--- src/rtl/id_ex_pipe.sv ---
// id_ex_pipe: ID/EX pipeline stage with one-entry skid buffer; ID_EX_PERF_EN adds stall/bubble counters.
module id_ex_pipe #(
  parameter int XLEN = 32,
  parameter int ALUCTL_W = 4,
  parameter int CNT_W = 32
) (
  input  logic                clk,
  input  logic                rst,
  input  logic                flush,
  input  logic                in_valid,
  output logic                in_ready,
  input  logic [XLEN-1:0]     pc,
  input  logic [XLEN-1:0]     predictpc,
  input  logic [31:0]         instr,
  input  logic                regwrite,
  input  logic                memread,
  input  logic                memwrite,
  input  logic                alusrc,
  input  logic                regsrc,
  input  logic                pc_rs1_sel,
  input  logic [ALUCTL_W-1:0] alucontrol,
  input  logic [2:0]          immsel,
  output logic                out_valid,
  input  logic                out_ready,
  output logic [XLEN-1:0]     pcE,
  output logic [XLEN-1:0]     predictpcE,
  output logic [XLEN-1:0]     imm,
  output logic                regwriteE,
  output logic                memreadE,
  output logic                memwriteE,
  output logic                alusrcE,
  output logic                regsrcE,
  output logic                pc_rs1_selE,
  output logic                branch,
  output logic [ALUCTL_W-1:0] alucontrolE,
  output logic [4:0]          rs1,
  output logic [4:0]          rs2,
  output logic [4:0]          rdE,
  output logic [4:0]          opcode,
  output logic [2:0]          f3,
  output logic [CNT_W-1:0]    stall_cnt,
  output logic [CNT_W-1:0]    bubble_cnt
);
  typedef struct packed {
    logic [XLEN-1:0]     pc;
    logic [XLEN-1:0]     predictpc;
    logic [XLEN-1:0]     imm;
    logic                regwrite;
    logic                memread;
    logic                memwrite;
    logic                alusrc;
    logic                regsrc;
    logic                pc_rs1_sel;
    logic                branch;
    logic [ALUCTL_W-1:0] alucontrol;
    logic [4:0]          rs1;
    logic [4:0]          rs2;
    logic [4:0]          rd;
    logic [4:0]          opcode;
    logic [2:0]          f3;
  } bundle_t;
  bundle_t in_b, main_q, skid_q;
  logic main_valid, skid_valid, accept, branch_d;
  logic [XLEN-1:0] imm_d;
  logic unused;
  assign unused = ^instr[1:0];
  // B and J immediates keep the half-offset encoding; EX applies the implicit LSB.
  assign imm_d = immsel == 3'd0 ? XLEN'($signed(instr[31:20])) :
                 immsel == 3'd1 ? XLEN'(instr[24:20]) :
                 immsel == 3'd2 ? XLEN'($signed({instr[31:25], instr[11:7]})) :
                 immsel == 3'd3 ? XLEN'($signed({instr[31], instr[7], instr[30:25], instr[11:8]})) :
                 immsel == 3'd4 ? XLEN'($signed({instr[31], instr[19:12], instr[20], instr[30:21]})) :
                 immsel == 3'd5 ? XLEN'($signed({instr[31:12], 12'b0})) : '0;
  assign branch_d = instr[6:2] == 5'b11000 || instr[6:2] == 5'b11011 || instr[6:2] == 5'b11001;
  assign in_b = {pc, predictpc, imm_d, regwrite, memread, memwrite, alusrc, regsrc, pc_rs1_sel,
                 branch_d, alucontrol, instr[19:15], instr[24:20], instr[11:7], instr[6:2], instr[14:12]};
  assign in_ready = ~skid_valid;
  assign accept = in_valid & in_ready & ~flush;
  always_ff @(posedge clk) begin
    if (rst) begin
      main_valid <= 1'b0;
      skid_valid <= 1'b0;
      main_q <= '0;
      skid_q <= '0;
    end else if (flush) begin
      main_valid <= 1'b0;
      skid_valid <= 1'b0;
    end else if (!main_valid || out_ready) begin
      main_valid <= skid_valid | accept;
      skid_valid <= 1'b0;
      if (skid_valid) main_q <= skid_q;
      else if (accept) main_q <= in_b;
    end else if (accept) begin
      skid_q <= in_b;
      skid_valid <= 1'b1;
    end
  end
  assign out_valid = main_valid;
  assign {pcE, predictpcE, imm} = {main_q.pc, main_q.predictpc, main_q.imm};
  assign {alusrcE, regsrcE, pc_rs1_selE, alucontrolE} = {main_q.alusrc, main_q.regsrc, main_q.pc_rs1_sel, main_q.alucontrol};
  assign {rs1, rs2, rdE, opcode, f3} = {main_q.rs1, main_q.rs2, main_q.rd, main_q.opcode, main_q.f3};
  assign regwriteE = main_q.regwrite & main_valid;
  assign memreadE = main_q.memread & main_valid;
  assign memwriteE = main_q.memwrite & main_valid;
  assign branch = main_q.branch & main_valid;
`ifdef ID_EX_PERF_EN
  logic [CNT_W-1:0] stall_q, bubble_q;
  logic [CNT_W:0] bubble_sum;
  assign bubble_sum = {1'b0, bubble_q} + (CNT_W+1)'(main_valid) + (CNT_W+1)'(skid_valid);
  always_ff @(posedge clk) begin
    if (rst) begin
      stall_q <= '0;
      bubble_q <= '0;
    end else begin
      if (main_valid && !out_ready && !(&stall_q)) stall_q <= stall_q + CNT_W'(1);
      if (flush) bubble_q <= bubble_sum[CNT_W] ? '1 : bubble_sum[CNT_W-1:0];
    end
  end
  assign stall_cnt = stall_q;
  assign bubble_cnt = bubble_q;
`else
  assign stall_cnt = '0;
  assign bubble_cnt = '0;
`endif
endmodule
--- config.mk ---
export PLATFORM = sky130hd
export DESIGN_NAME = id_ex_pipe
export DESIGN_NICKNAME = d
export VERILOG_FILES = /design/src/rtl/id_ex_pipe.sv
export SDC_FILE = /design/constraint.sdc
export NUM_CORES = 1
export LEC_CHECK = 0
export BUFFER_PORTS_ARGS = -buffer_cell sky130_fd_sc_hd__buf_2
export CAP_MARGIN = 20
export CORE_MARGIN = 4
export CORE_UTILIZATION = 35
export DETAILED_ROUTE_END_ITERATION = 6
export GPL_TIMING_DRIVEN = 1
export PLACE_DENSITY = 0.65
export SYNTH_ARGS = -nofsm -noshare
export SYNTH_HDL_FRONTEND = slang
export SYNTH_SLANG_ARGS = --single-unit
--- constraint.sdc ---
create_clock -name clk -period 4.6 [get_ports clk]
set_clock_uncertainty 0.1 [all_clocks]
set_input_delay 0.69 -clock clk [delete_from_list [all_inputs] [get_ports clk]]
set_output_delay 0.69 -clock clk [all_outputs]
set_load 0.005 [all_outputs]
== After elaboration in Yosys (flattened, before gate mapping) ==
Cells that the tools add are included.

* Register bits: 262
* Bits in latches: 0
* Memory bits (writable): 0
* ROM bits: 0
* Bits of input ports: 114
* Output and inout bits: 196
* Memories: 0

* $add $sub $neg: 0
* Multipliers: 0
* Divide/modulo/power cells: 0
* $lt $le $gt $ge: 0
* Equal/unequal tests: 8
* Shift-type cells: 0
* Multiplexer cells: 8
* Bitwise logic cells: 10
* Reductions and logical operators: 10

{| class="wikitable"
|+ Operators with widths
! cell !! count
|-
| $mux 130 || 2
|-
| $mux 32 || 6
|-
| $eq 5x5->1 const B || 3
|-
| $and 1x1->1 || 6
|-
| $eq 3x2->1 const B || 2
|-
| $eq 3x3->1 const B || 2
|-
| $reduce_and 3->1 || 2
|-
| $eq 3x1->1 const B || 1
|-
| $logic_not 3->1 || 1
|-
| $logic_or 1x1->1 || 3
|-
| $not 1->1 || 3
|-
| $reduce_or 3->1 || 1
|-
| $reduce_bool 2->1 || 1
|-
| $reduce_or 2->1 || 1
|-
| $logic_not 1->1 || 1
|-
| $or 1x1->1 || 1
|}

== Logic depth before layout (Yosys ltp) ==
* Word-level depth: 9
* Depth in mapped cells: 8
* Gate-level depth less buffers: 4

== Worst setup path before layout ==
Ideal clock, no wire load.

* Path type: in2reg
* Start: input flush
* End: register skid_q[27] (netlist name)
* Arrival time: 1.953 ns
* Setup slack: 2.476 ns
* Cell stages on the path: 5
* Buffers on the path: 2
* Cell sequence: clkbuf_1 > or3_1 > buf_2 > or4_1 > a21oi_1

* Longest elaborated chain between the ends: 3

{| class="wikitable"
|+ RTL lines
! item !! RTL line !! source
|-
| start, declared || 9 || <nowiki>input logic flush,</nowiki>
|-
| $not 1->1 (no line) (*) || -- ||
|-
| $and 1x1->1 || 78 || <nowiki>assign accept = in_valid & in_ready & ~flush;</nowiki>
|-
| $reduce_and 3->1 (no line) (*) || -- ||
|-
| end signal, assigned || 94 || <nowiki>skid_q <= in_b;</nowiki>
|-
| end, declared || 62 || <nowiki>bundle_t in_b, main_q, skid_q;</nowiki>
|}

Mark *: on every way between the ends. The rest lies on a longest branch, timed or not.
A chain may end at the register's enable or synchronous reset.

== Final worst setup path ==
* Start: register skid_valid
* End: output in_ready

* Longest elaborated chain between the ends: 1

{| class="wikitable"
|+ RTL lines
! item !! RTL line !! source
|-
| start, declared || 63 || <nowiki>logic main_valid, skid_valid, accept, branch_d;</nowiki>
|-
| start signal, assigned || 82 || <nowiki>skid_valid <= 1'b0;</nowiki>
|-
| start signal, assigned || 87 || <nowiki>skid_valid <= 1'b0;</nowiki>
|-
| start signal, assigned || 90 || <nowiki>skid_valid <= 1'b0;</nowiki>
|-
| $not 1->1 || 77 || <nowiki>assign in_ready = ~skid_valid;</nowiki>
|-
| end, declared || 11 || <nowiki>output logic in_ready,</nowiki>
|}

Every way passes these cells.

==> out/summary.json <==
{
  "drive_gt1_frac": {"value": 0.2048},
  "synthArstFlopShare": {"value": 0},
  "max-clock-path-buffers": {"value": 3},
  "final_util": {"value": 0.3967},
  "r2r_slack": {"value": 1.72, "unit": "ns"},
  "worst-r2r-cell-count": {"value": 6},
  "cts.hold.buffers_added": {"value": 0},
  "power_density": {"value": 390.0, "unit": "nW/µm²"},
  "dpl-instance-area": {"value": 12650, "unit": "µm²"},
  "holdPathEnd": {"value": "skid_q[23]"},
  "finalSetupTns": {"value": 0, "unit": "ns"},
  "critical_path.startpoint_type": {"value": "flip-flop"},
  "post_synth_num_cell_types": {"value": 35},
  "clk_pin_slew_worst_paths": {"value": 0.06, "unit": "ns"},
  "area_of_the_die": {"value": 38280, "unit": "µm²"},
  "cts.root.buffer_cell": {"value": "clkbuf_16"},
  "final_max_slew_viol_count": {"value": 0},
  "cpMostUsedCell": {"value": "buf_4"},
  "result_of_the_run": {"value": "finished clean"},
  "yosys_register_bits": {"value": 262},
  "setup_violations": {"value": 0},
  "timing.critical_path.fanout_max": {"value": 66},
  "cts-buffers-inserted": {"value": 30},
  "critical-path-max-stage-delay": {"value": 0.74, "unit": "ns"},
  "die_h": {"value": 195.6, "unit": "µm"},
  "gp_congestion": {"value": 0.7589},
  "place.detailed.hpwl": {"value": 19.80, "unit": "mm"},
  "rows": {"value": 68},
  "power.leakage": {"value": 5.313, "unit": "nW"},
  "hold_path.class": {"value": "primary input to flip-flop"},
  "vdd_drop_max": {"value": 270.2, "unit": "µV"},
  "syn_area_per_cell": {"value": 8.349, "unit": "µm²"},
  "dieWidth": {"value": 195.6, "unit": "µm"},
  "cts.sink_count": {"value": 262},
  "worstPathRequired": {"value": 3.81, "unit": "ns"},
  "first_pass_iters": {"value": 5},
  "io-pin-count": {"value": 310},
  "total_routed_wirelength": {"value": 31.77, "unit": "mm"},
  "post_cts.resized_instances": {"value": 0},
  "path_delay_family": {"value": "buffers and inverters"},
  "synth_enable_flop_cells": {"value": 0},
  "number_of_antenna_violations_at_the_first_check_in_global_routing": {"value": 4},
  "cp_num_buf_inv": {"value": 4},
  "detail_route.iter0.violations": {"value": 440},
  "drtAntennaViolNets": {"value": 0},
  "drt_drc_violations_left": {"value": 0},
  "syn-instance-count": {"value": 1476},
  "fin_area": {"value": 13740, "unit": "µm²"},
  "grt_use_total": {"value": 0.1561},
  "port-buffer-count": {"value": 243},
  "ctsHtreeMaxLevel": {"value": 1},
  "grt_max_degree": {"value": 154},
  "initial_core_util": {"value": 0.3559},
  "grt_pass1_vias": {"value": 9135},
  "core_area": {"value": 34630, "unit": "µm²"},
  "min_path_cells": {"value": 3},
  "worst_r2r_endpoint": {"value": "imm[16]"},
  "cts_tree": {"value": "built"},
  "timing.max_cap.violations": {"value": 0},
  "postCtsSetupRepairBufs": {"value": 0},
  "clk_latency": {"value": 0.55, "unit": "ns"},
  "final_nets": {"value": 1633},
  "syn_area": {"value": 12320, "unit": "µm²"},
  "crit_path_end_kind": {"value": "output pin"},
  "post-route-min-period": {"value": 3.109, "unit": "ns"},
  "max_slew.worst_pin.slew": {"value": 1.111, "unit": "ns"},
  "holdCritStartpoint": {"value": "alucontrol[0]"},
  "critical_path_arrival": {"value": 2.32, "unit": "ns"},
  "class_of_the_most_critical_setup_path": {"value": "flip-flop to output pin"},
  "finalHoldViolations": {"value": 0},
  "avgViaCountPerCell": {"value": 4.898},
  "crit_path_cells": {"value": "buf_4, clkinv_1, buf_4, buf_2"},
  "synth_sequential_area_ratio": {"value": 0.4256},
  "route.vias.total": {"value": 9801},
  "timing.fmax": {"value": 321.6, "unit": "MHz"},
  "fill_cells": {"value": 3478},
  "max-slew-margin-rel": {"value": 0.2596},
  "yosys_warnings": {"value": 0},
  "synth_ff_type": {"value": "dfxtp_1"},
  "finalCritPeriodShare": {"value": 0.6760},
  "layout-area-overhead-vs-synth": {"value": 11.47, "unit": "%"},
  "r2r-start": {"value": "skid_valid"},
  "detail_route.wl_per_cell": {"value": 15.87, "unit": "µm"},
  "rsz_0062_raised_after_global_routing": {"value": "false"},
  "worst_path_max_delay_cell": {"value": "buf_4"},
  "aggregate_global_routing_overflow": {"value": 0},
  "grt_first_pass_wirelength": {"value": 49.85, "unit": "mm"}
}
per-layer routing:
layer  global-route usage  share of wire
met1               0.2076           0.45
met2               0.2455           0.45
met3              0.04589          0.078
met4              0.04836          0.024
met5                    0        0.00022
report_power, final:
| part | switching (W) | internal [W] |
|---|---|---|
| Combinational | 0.000293 | 0.000192 |
| Clock | 0.000948 | 0.00153 |
| Sequential | 0.0000414 | 0.00235 |
| Total | 0.00128 | 0.00407 |
through the flow:
step                      setup WS, ns  std cells  total power [W]  hold WS [ns]
after floorplan                  2.476       1539         0.002840        0.3323
after global placement           1.594       1940         0.002917        0.3372
after detailed placement         1.523       1941         0.002929        0.3442
after CTS                        1.377       1997         0.005444        0.2400
after global routing             1.289       1999         0.005602        0.2502
final                            1.491       2001         0.005357        0.2789
worst reg2reg max path: stages, from the launching register on:
cell and delay (ns):
dfxtp_4 0.34, buf_4 0.74, nor2_1 0.26, nor3_2 0.39
buf_12 0.37, o311ai_0 0.40, a21oi_1 0.21
synthesized netlist by cell type (4+ instances only):
cell	n	share of area
buf_4	187	0.11
nand2_1	224	0.068
dfxtp_1	262	0.43
and2_1	4	0.0020
nor3b_1	8	0.0049
a211o_1	5	0.0036
mux2i_1	108	0.088
nand4b_1	13	0.0092
or3_1	4	0.0020
a21oi_1	129	0.052
nand2b_1	17	0.0086
nor2_1	162	0.049
nor3_1	36	0.015
buf_1	7	0.0021
nand3_1	13	0.0053
a211oi_1	114	0.069
clkbuf_1	74	0.023
nand4_1	14	0.0071
buf_2	41	0.017
o22ai_1	4	0.0020
o211ai_1	19	0.012
o311ai_0	7	0.0050
and4b_1	6	0.0049
how the worst max path moves through the flow:
stage | startpoint | depth (start not counted) | endpoint | slack, ns
after floorplan | flush | 5 | skid_q[27] | 2.48
after global placement | out_ready | 6 | skid_q[113] | 1.59
after detailed placement | out_ready | 6 | skid_q[111] | 1.52
after CTS | skid_valid | 4 | in_ready | 1.38
after global routing | skid_valid | 4 | in_ready | 1.29
final | skid_valid | 4 | in_ready | 1.49
logic make-up (layout without fill, tap and decap cells):
logic type / Yosys count / in the layout / synth area share
simple gates: 513 / 513 / 0.1839
buf+inv: 310 / 314 / 0.1555
compound gates: 282 / 282 / 0.1469
flops: 262 / 262 / 0.4256
mux: 108 / 108 / 0.08772
other cells: 1 / 67 / 0.0003043
registers in the layout (all words and copies together) (netlist names):
register,flops
main_q,4
rs2,5
alusrcE,1
skid_valid,1
opcode,5
predictpcE,32
out_valid,1
regsrcE,1
rs1,5
imm,32
skid_q,130
alucontrolE,4
pc_rs1_selE,1
pcE,32
rdE,5
f3,3
layout make-up:
type / instances / area [µm²] / area share
inverter: 1 / 3.754 / 0.0002732
clock buffer: 46 / 953.4 / 0.06941
tap: 455 / 569.3 / 0.04144
antenna: 3 / 7.507 / 0.0005465
timing repair buffer: 257 / 1433 / 0.1043
multi-input combinational: 967 / 5419 / 0.3945
clock inverter: 10 / 102.6 / 0.007469
sequential: 262 / 5249 / 0.3821
placed cells by master, fill, tap and decap left out, drive strengths merged:
| master | count |
|---|---|
| dfxtp | 262 |
| buf | 256 |
| nand2 | 224 |
| nor2 | 162 |
| a21oi | 129 |
| a211oi | 114 |
| mux2i | 108 |
| conb | 64 |
| clkbuf | 47 |
| nor3 | 37 |
| o211ai | 19 |
| nand2b | 18 |
| nand4 | 14 |
| nand4b | 13 |
| nand3 | 13 |
| nor3b | 8 |
| clkinv | 8 |
| o311ai | 7 |
| and4b | 6 |
| a211o | 5 |
| and2 | 4 |
| o22ai | 4 |
| or3 | 4 |
| diode | 3 |
| nor2b | 3 |
| nand3b | 3 |
| a311oi | 2 |
| nor4 | 2 |
| bufinv | 2 |
| or3b | 1 |
| o41ai | 1 |
| a221o | 1 |
| or4 | 1 |
| clkinvlp | 1 |
Power figures use the tool's default switching activity.
